[src/rtl/jtag_master.sv]
// JTAG host controller: turns reset / IR-scan / DR-scan / idle-clock commands into
// tck/tms/tdi sequences for an IEEE 1149.1 TAP and returns the captured tdo bits.
module jtag_master #(
  parameter int IR_LEN  = 3,
  parameter int CLK_DIV = 2
) (
  input  logic        clk,
  input  logic        rst,
  input  logic        cmd_valid,
  output logic        cmd_ready,
  input  logic [1:0]  cmd_op,
  input  logic [5:0]  cmd_len,
  input  logic [31:0] cmd_data,
  output logic        rsp_valid,
  output logic [31:0] rsp_data,
  output logic        busy,
  output logic        tck,
  output logic        tms,
  output logic        tdi,
  input  logic        tdo
);

  localparam int DIV_W = (CLK_DIV > 1) ? $clog2(CLK_DIV) : 1;
  localparam logic [DIV_W-1:0] DIV_MAX = DIV_W'(CLK_DIV - 1);
  localparam logic [5:0] IR_LEN_W = 6'(IR_LEN);

  localparam logic [1:0] OP_RESET = 2'b00;
  localparam logic [1:0] OP_IR    = 2'b01;
  localparam logic [1:0] OP_DR    = 2'b10;

  typedef enum logic [2:0] {RST_SEQ, IDLE, HEAD, SHIFT, TAIL, RUN} state_t;

  state_t           state_reg, state_next, seg_follow;
  logic [5:0]       cnt_reg, cnt_next, len_reg, len_next, seg_len, dr_len;
  logic [DIV_W-1:0] div_reg, div_next;
  logic             tck_reg, tck_next, tms_reg, tms_next, tdi_reg, tdi_next;
  logic             last_reg, last_next, from_cmd_reg, from_cmd_next, tms_step;
  logic [1:0]       op_reg, op_next;
  logic [31:0]      data_reg, data_next, cap_reg, cap_next;
  logic [31:0]      rsp_data_reg, rsp_data_next;
  logic             rsp_valid_reg, rsp_valid_next;

  assign cmd_ready = (state_reg == IDLE);
  assign busy      = ~cmd_ready;
  assign rsp_valid = rsp_valid_reg;
  assign rsp_data  = rsp_data_reg;
  assign tck       = tck_reg;
  assign tms       = tms_reg;
  assign tdi       = tdi_reg;

  always_comb begin
    dr_len = cmd_len;
    if (cmd_len == 6'd0)
      dr_len = 6'd1;
    else if (cmd_len > 6'd32)
      dr_len = 6'd32;
  end

  // Length, tms value for the current step, and the segment that follows this one.
  // A segment that follows itself is the final one of its command.
  always_comb begin
    seg_len    = 6'd1;
    tms_step   = 1'b0;
    seg_follow = state_reg;
    case (state_reg)
      RST_SEQ: begin
        seg_len  = 6'd6;
        tms_step = (cnt_reg < 6'd5);
      end
      HEAD: begin
        seg_len    = (op_reg == OP_IR) ? 6'd4 : 6'd3;
        tms_step   = (cnt_reg < ((op_reg == OP_IR) ? 6'd2 : 6'd1));
        seg_follow = SHIFT;
      end
      SHIFT: begin
        seg_len    = len_reg;
        tms_step   = (cnt_reg == len_reg - 6'd1);
        seg_follow = TAIL;
      end
      TAIL: begin
        seg_len  = 6'd2;
        tms_step = (cnt_reg == 6'd0);
      end
      RUN: begin
        seg_len  = len_reg;
        tms_step = 1'b0;
      end
      default: begin
        seg_len    = 6'd1;
        tms_step   = 1'b0;
        seg_follow = state_reg;
      end
    endcase
  end

  always_comb begin
    state_next     = state_reg;
    cnt_next       = cnt_reg;
    len_next       = len_reg;
    div_next       = div_reg;
    tck_next       = tck_reg;
    tms_next       = tms_reg;
    tdi_next       = tdi_reg;
    last_next      = last_reg;
    from_cmd_next  = from_cmd_reg;
    op_next        = op_reg;
    data_next      = data_reg;
    cap_next       = cap_reg;
    rsp_valid_next = 1'b0;
    rsp_data_next  = rsp_data_reg;

    if (state_reg == IDLE) begin
      if (cmd_valid) begin
        op_next       = cmd_op;
        data_next     = cmd_data;
        cap_next      = '0;
        cnt_next      = '0;
        div_next      = '0;
        last_next     = 1'b0;
        from_cmd_next = 1'b1;
        case (cmd_op)
          OP_RESET: state_next = RST_SEQ;
          OP_IR: begin
            state_next = HEAD;
            len_next   = IR_LEN_W;
          end
          OP_DR: begin
            state_next = HEAD;
            len_next   = dr_len;
          end
          default: begin
            state_next = RUN;
            len_next   = cmd_len;
            last_next  = (cmd_len == 6'd0);
          end
        endcase
      end
    end else if (div_reg != '0) begin
      div_next = div_reg - 1'b1;
    end else begin
      div_next = DIV_MAX;
      if (tck_reg) begin
        // Falling-edge slot: either start the next tck or, after the final high phase, finish.
        if (last_reg) begin
          state_next = IDLE;
          if (from_cmd_reg) begin
            rsp_valid_next = 1'b1;
            rsp_data_next  = (op_reg == OP_IR || op_reg == OP_DR) ? cap_reg : '0;
          end
        end else begin
          tck_next = 1'b0;
          tms_next = tms_step;
          tdi_next = (state_reg == SHIFT) ? data_reg[cnt_reg[4:0]] : 1'b1;
        end
      end else begin
        tck_next = 1'b1;
        if (state_reg == SHIFT)
          cap_next[cnt_reg[4:0]] = tdo;
        if (cnt_reg == seg_len - 6'd1) begin
          cnt_next   = '0;
          state_next = seg_follow;
          last_next  = (seg_follow == state_reg);
        end else begin
          cnt_next = cnt_reg + 6'd1;
        end
      end
    end
  end

  always_ff @(posedge clk) begin
    if (rst) begin
      state_reg     <= RST_SEQ;
      cnt_reg       <= '0;
      len_reg       <= '0;
      div_reg       <= DIV_W'(1);  // first tck falls one edge after reset release
      tck_reg       <= 1'b1;
      tms_reg       <= 1'b1;
      tdi_reg       <= 1'b1;
      last_reg      <= 1'b0;
      from_cmd_reg  <= 1'b0;
      op_reg        <= OP_RESET;
      data_reg      <= '0;
      cap_reg       <= '0;
      rsp_valid_reg <= 1'b0;
      rsp_data_reg  <= '0;
    end else begin
      state_reg     <= state_next;
      cnt_reg       <= cnt_next;
      len_reg       <= len_next;
      div_reg       <= div_next;
      tck_reg       <= tck_next;
      tms_reg       <= tms_next;
      tdi_reg       <= tdi_next;
      last_reg      <= last_next;
      from_cmd_reg  <= from_cmd_next;
      op_reg        <= op_next;
      data_reg      <= data_next;
      cap_reg       <= cap_next;
      rsp_valid_reg <= rsp_valid_next;
      rsp_data_reg  <= rsp_data_next;
    end
  end

endmodule

[config.mk]
export PLATFORM = sky130hd
export DESIGN_NAME = jtag_master
export DESIGN_NICKNAME = d
export VERILOG_FILES = /design/src/rtl/jtag_master.sv
export SDC_FILE = /design/constraint.sdc
export NUM_CORES = 1
export LEC_CHECK = 0
export BUFFER_PORTS_ARGS = -buffer_cell sky130_fd_sc_hd__clkbuf_2
export CORE_MARGIN = 4
export CORE_UTILIZATION = 30
export CTS_CLUSTER_DIAMETER = 150
export CTS_CLUSTER_SIZE = 8
export DETAILED_ROUTE_END_ITERATION = 8
export GPL_ROUTABILITY_DRIVEN = 0
export PLACE_DENSITY_LB_ADDON = 0.15
export SYNTH_ARGS = -nofsm -noshare
export SYNTH_HDL_FRONTEND = slang
export SYNTH_SLANG_ARGS = --single-unit
[constraint.sdc]
create_clock -name clk -period 7.32 [get_ports clk]
set_clock_uncertainty 0.05 [all_clocks]
set_input_delay 0.366 -clock clk [delete_from_list [all_inputs] [get_ports clk]]
set_output_delay 0.366 -clock clk [all_outputs]
set_load 0.02 [all_outputs]
; Word level (Yosys, flattened, before mapping)
; Index checks and enable logic that the tools add are counted.
[totals]
regBits = 120
inputBits = 44
output_inout_bits = 38
wordCells = 110
[classes]
addsub = 4
n_lt_le_gt_ge = 5
n_eq_ne = 16
muxes = 44
bitwise_logic = 5
n_reduce_logical = 22
[ops]
columns = op, count
row1 = two-way mux 32 bit, 6
row2 = two-way mux 6 bit, 7
row3 = bitwise mux 32 bit, 1
row4 = case mux 6 bit (4 select lines), 1
row5 = two-way mux 3 bit, 7
row6 = case mux 6 bit (3 select lines), 1
row7 = AND reduction 4 bit, 4
row8 = two-way mux 1 bit, 15
row9 = == test 6 bit, 2
row10 = zero test 6 bit, 2
row11 = case mux 3 bit (2 select lines), 2
row12 = subtractor 6 x 1 -> 6 bit (second input constant), 2
row13 = adder 6 x 1 -> 6 bit (second input constant), 1
row14 = == test 3 x 2 -> 1 bit (second input constant), 2
row15 = == test 3 bit (second input constant), 2
row16 = greater-than comparator 6 bit (second input constant), 1
row17 = less-than comparator 5 x 6 -> 1 bit (second input constant), 1
row18 = less-than comparator 6 x 2 -> 1 bit, 1
row19 = less-than comparator 6 x 3 -> 1 bit (second input constant), 1
row20 = != test 2 bit (second input constant), 3
row21 = AND reduction 3 bit, 2
row22 = binary-select mux 1 bit (select 5 bit), 1
row23 = demux 1 bit (select 5 bit), 1
row24 = >= comparator 5 x 1 -> 1 bit (second input constant), 1
row25 = other kinds (20), 29

; Logic depth before layout (Yosys ltp)
[logic_depth]
depth_word = 9
mapped_depth = 12
mapped_depth_nobuf = 12

; Worst setup path before layout
; No wires, ideal clock.
[synth_timing]
path_kind = reg2reg
start = register state_reg[1]
end = register state_reg[0]
t_arrival_ns = 2.787
required_time_ns = 7.150
path_slack_ns = 4.363
stages_incl_launch_ff = 13
synth_period_minus_slack_ns = 2.957
path_cell_list = dfxtp_1 -> clkbuf_1 -> clkbuf_1 -> clkbuf_1 -> o21ai_0 -> a22o_1 -> ha_1 -> o31a_1 -> mux2i_1 -> or3_1 -> nand4_2 -> or2_1 -> a211o_1
[synth_via]
elab_chain_cells = 7
elab_cells_between_ends = 20
cone_classes = 1 x add/sub / 9 x eq/ne / 6 x mux / 4 x reduce/logical
[synth_lines]
columns = element, line_no
row1 = from (decl), 33  ; state_t state_reg, state_next, seg_follow;
row2 = from (signal assigned), 187  ; state_reg <= state_next;
row3 = == test 3 x 2 -> 1 bit or == test 3 bit (tied branches), 65  ; case (state_reg)
row4 = OR reduction 2 bit (no line), -
row5 = case mux 6 bit (4 select lines), 65
row6 = subtractor 6 x 1 -> 6 bit, 159  ; if (cnt_reg == seg_len - 6'd1) begin
row7 = == test 6 bit, 159
row8 = nonzero test 3 bit (no line), -
row9 = AND reduction 4 bit (no line), -
; Parallel ways exist; a longest one is shown, timed or not. The select of a mux whose other input is x is not followed.
; A chain may end at the register's enable or synchronous reset.

; Final worst setup path
[layout_timing]
start = register state_reg[0]
end = register cap_reg[22]
[layout_via]
elab_chain_cells = 3
elab_cells_between_ends = 8
cone_classes = 5 x eq/ne / 1 x mux / 2 x reduce/logical
[layout_lines]
columns = element, line_no
row1 = == test 3 x 1 -> 1 bit or == test 3 x 2 -> 1 bit (tied branches), "112, 157"
row2 = != test 2 bit (no line) or nonzero test 2 bit (tied branches), -
row3 = AND reduction 4 bit (no line), -
row4 = to (signal assigned), 198  ; cap_reg <= cap_next;
row5 = to (decl), 39  ; logic [31:0] data_reg, data_next, cap_reg, cap_next;
; Parallel ways exist; a longest one is shown, timed or not.

==> out/qor.yml <==
clocking:
  cts_tree: "built"
  cts_buffers: 17
  cts_buffer_depth: 2
  post_cts_buffers: 0
  cts-root-buf: "clkbuf_16"
  cts-resized-gates: 0
  clk_latency_ns: 0.41
  postCtsHoldBufs: 0
  clk_transition_reported_paths_ns: 0.05
  htree_levels: 4
  cts.sinks: 120
place:
  port_buffers: 81
  dp_cells: 927
  dpl.hpwl_um: 10500
synthesis:
  synth_top_area_share_pct: 42.8
  post-synth-top-area-cell: "dfxtp_1"
  syn_area_um2: 5610
  yosys_most_used_dff: "dfxtp_1"
  synth_cell_types: 57
  synthArstFlopShare_pct: 0
  ys_seq_area_share_pct: 42.8
  syn_area_per_cell_um2: 8.40
  synth_edf_count: 0
  ys_ff_latch: 120
  synth_cells: 668
  syn-num-nets: 725
  yosys_warnings: 0
  ys_top_cells_by_area: "dfxtp_1 (43%), nand2_1 (8.5%), a21oi_1 (7.0%)"
cells_and_area:
  diodes: 0
  final_common_cell: "nand2_1"
  final_nets: 774
  layout_common_cells: "nand2_1 (127), dfxtp_1 (120), clkbuf_2 (81)"
  drive_above_1_share_pct: 17.9
  areaGrowthSynthToFinish_pct: 19.3
  fin_cells: 955
grt:
  grt_pass1_vias: 4789
  grt_max_degree: 86
  grt_overflow: 0
  antenna_found_initial: 0
  grt_pass1_wl_um: 24800
  grt_use_total_pct: 15.1
setup_path:
  rr_worst_depth: 7
  cp_common_cell: "nand2_1"
  crit_end: "cap_reg[22]"
  cp.arrival_ns: 3.40
  cp_cell_sequence: "nor3b_4 > nand2_1 > buf_4 > nand2_1 > nand2_1 > o21ai_0 > a21oi_1"
  critPathTopFamily: "simple AND/OR/NAND/NOR gates"
  startpoint: "state_reg[0]"
  r2r_end: "cap_reg[22]"
  critPathKind: "reg -> reg"
  worstPathRequired_ns: 7.51
  crit_fanout: 38
  critical_path_buf_inv_count: 1
  critPathMaxStageDelay_ns: 0.70
  regToRegSetupSlack_ns: 4.11
  r2r_start: "state_reg[0]"
  end_kind: "register"
  cp-start-kind: "register"
  crit_cells: 7
  slowest_stage: "dfxtp_1"
floorplanning:
  die-area_um2: 20900
  initial_core_util_pct: 30.9
  die_h_um: 145
  io_pins: 82
  coreArea_um2: 18100
  rows: 49
  fp.dieW_um: 145
timing:
  setup_tns_ns: 0
  finalHoldViolCount: 0
  drv_slew: 0
  max_slew_margin_pct: 20.1
  min_period_ns: 3.21
  setup_viol: 0
  tightestPinTransition_ns: 1.20
  rsz0062_at_grt: "no"
  timing.fmax_ghz: 0.311
  hold_ws_ns: 0.128
  post-route-period-util_pct: 43.9
routing:
  finalWirelength_um: 15300
  dr.pass1.iters: 5
  wl_per_cell_um: 16.0
  viasPerCell: 5.13
  vias: 4902
  drtAntennaViolNets: 0
  first_iter_violations: 240
  drc: 0
hold_path:
  hp-class: "in -> reg"
power_and_ir_drop:
  power_density_nw_per_um2: 287
  vdd_drop_max_uv: 158
  leakagePower_uw: 0.00248
outcome:
  run_status: "complete, no violations"
job:
  cap_violations: 0
==> routing by layer <==
layer	global-route usage (%)	up-vias	wire, um
li1	-	2466	-
met1	20.1	2307	7270
met2	23.9	121	7190
met3	4.53	8	702
met4	4.17	0	109
met5	0	-	0
==> tightest hold or removal path, stage by stage <==
cell,delay (ns)
clkbuf_2,0.08
nand2_1,0.04
a21oi_1,0.05
==> where the power goes <==
group	switching (uW)	leakage, uW	total (uW)	internal [uW]
clock	270	0.000281	808	538
combinational	235	0.00123	378	142
sequential	44.2	0.000970	737	693
total	550	0.00248	1920	1370
==> worst min-delay path by stage <==
stage,startpoint,end,slack (ns),cells after the start
after floorplan,data_reg[10],data_reg[10],0.38,2
after global placement,data_reg[1],data_reg[1],0.39,2
after detailed placement,data_reg[11],data_reg[11],0.39,2
after CTS,cmd_data[2],data_reg[2],0.11,3
after global routing,cmd_data[27],data_reg[27],0.11,3
final,cmd_data[26],data_reg[26],0.13,3
==> area by class of cell <==
type | instances | area, um^2
timing repair buffer | 87 | 450
sequential | 120 | 2400
clock inverter | 3 | 65.1
fill | 1895 | 11500
inverter | 12 | 45.0
clock buffer | 25 | 505
tap | 229 | 287
multi-input combinational | 479 | 2940
==> metrics by stage <==
| step | total power (uW) | utilization (%) | area [um^2] | worst slack (ns) |
|---|---|---|---|---|
| floorplan | 1020 | - | 5610 | 4.36 |
| global placement | 1120 | 33.7 | 6120 | 4.32 |
| detailed placement | 1130 | 33.7 | 6120 | 4.16 |
| CTS | 1950 | 36.9 | 6690 | 4.15 |
| global route | 2020 | 36.9 | 6690 | 3.80 |
| finish | 1920 | 36.9 | 6690 | 4.11 |
==> cell families (layout without fill, tap and decap cells) <==
| group | Yosys count | count (layout) | share of synthesized area, % |
|---|---|---|---|
| AO/OA/AOI/OAI | 229 | 229 | 26.0 |
| XOR/XNOR | 12 | 12 | 2.01 |
| adder cells (fa/ha/maj) | 13 | 13 | 2.90 |
| buffers and inverters | 69 | 127 | 4.86 |
| flip-flops | 120 | 120 | 42.8 |
| multiplexers | 11 | 11 | 3.77 |
| AND/OR/NAND/NOR | 214 | 214 | 17.7 |
==> Yosys cell counts (2+ instances only) <==
| cell | count |
|---|---|
| nand2_1 | 127 |
| dfxtp_1 | 120 |
| a21oi_1 | 78 |
| o21ai_0 | 51 |
| clkbuf_1 | 43 |
| a22o_1 | 33 |
| a21boi_0 | 30 |
| nor2_1 | 18 |
| nand3_1 | 14 |
| ha_1 | 13 |
| inv_1 | 12 |
| and2_1 | 10 |
| buf_2 | 10 |
| mux4_2 | 8 |
| nor2b_1 | 7 |
| xor2_1 | 7 |
| nand4_1 | 6 |
| nor3_1 | 6 |
| nor3b_1 | 6 |
| a22oi_1 | 4 |
| nor4_1 | 4 |
| o22ai_1 | 4 |
| xnor2_1 | 4 |
| buf_1 | 3 |
| o21a_1 | 3 |
| o21bai_1 | 3 |
| o31ai_1 | 3 |
| a211o_1 | 2 |
| a221oi_1 | 2 |
| a31oi_1 | 2 |
| and3_1 | 2 |
| and3b_1 | 2 |
| mux2i_1 | 2 |
| nand2b_1 | 2 |
| nand3b_1 | 2 |
| o21ai_1 | 2 |
| o221ai_1 | 2 |
| or3_1 | 2 |
(Power assumes the default switching activity.)
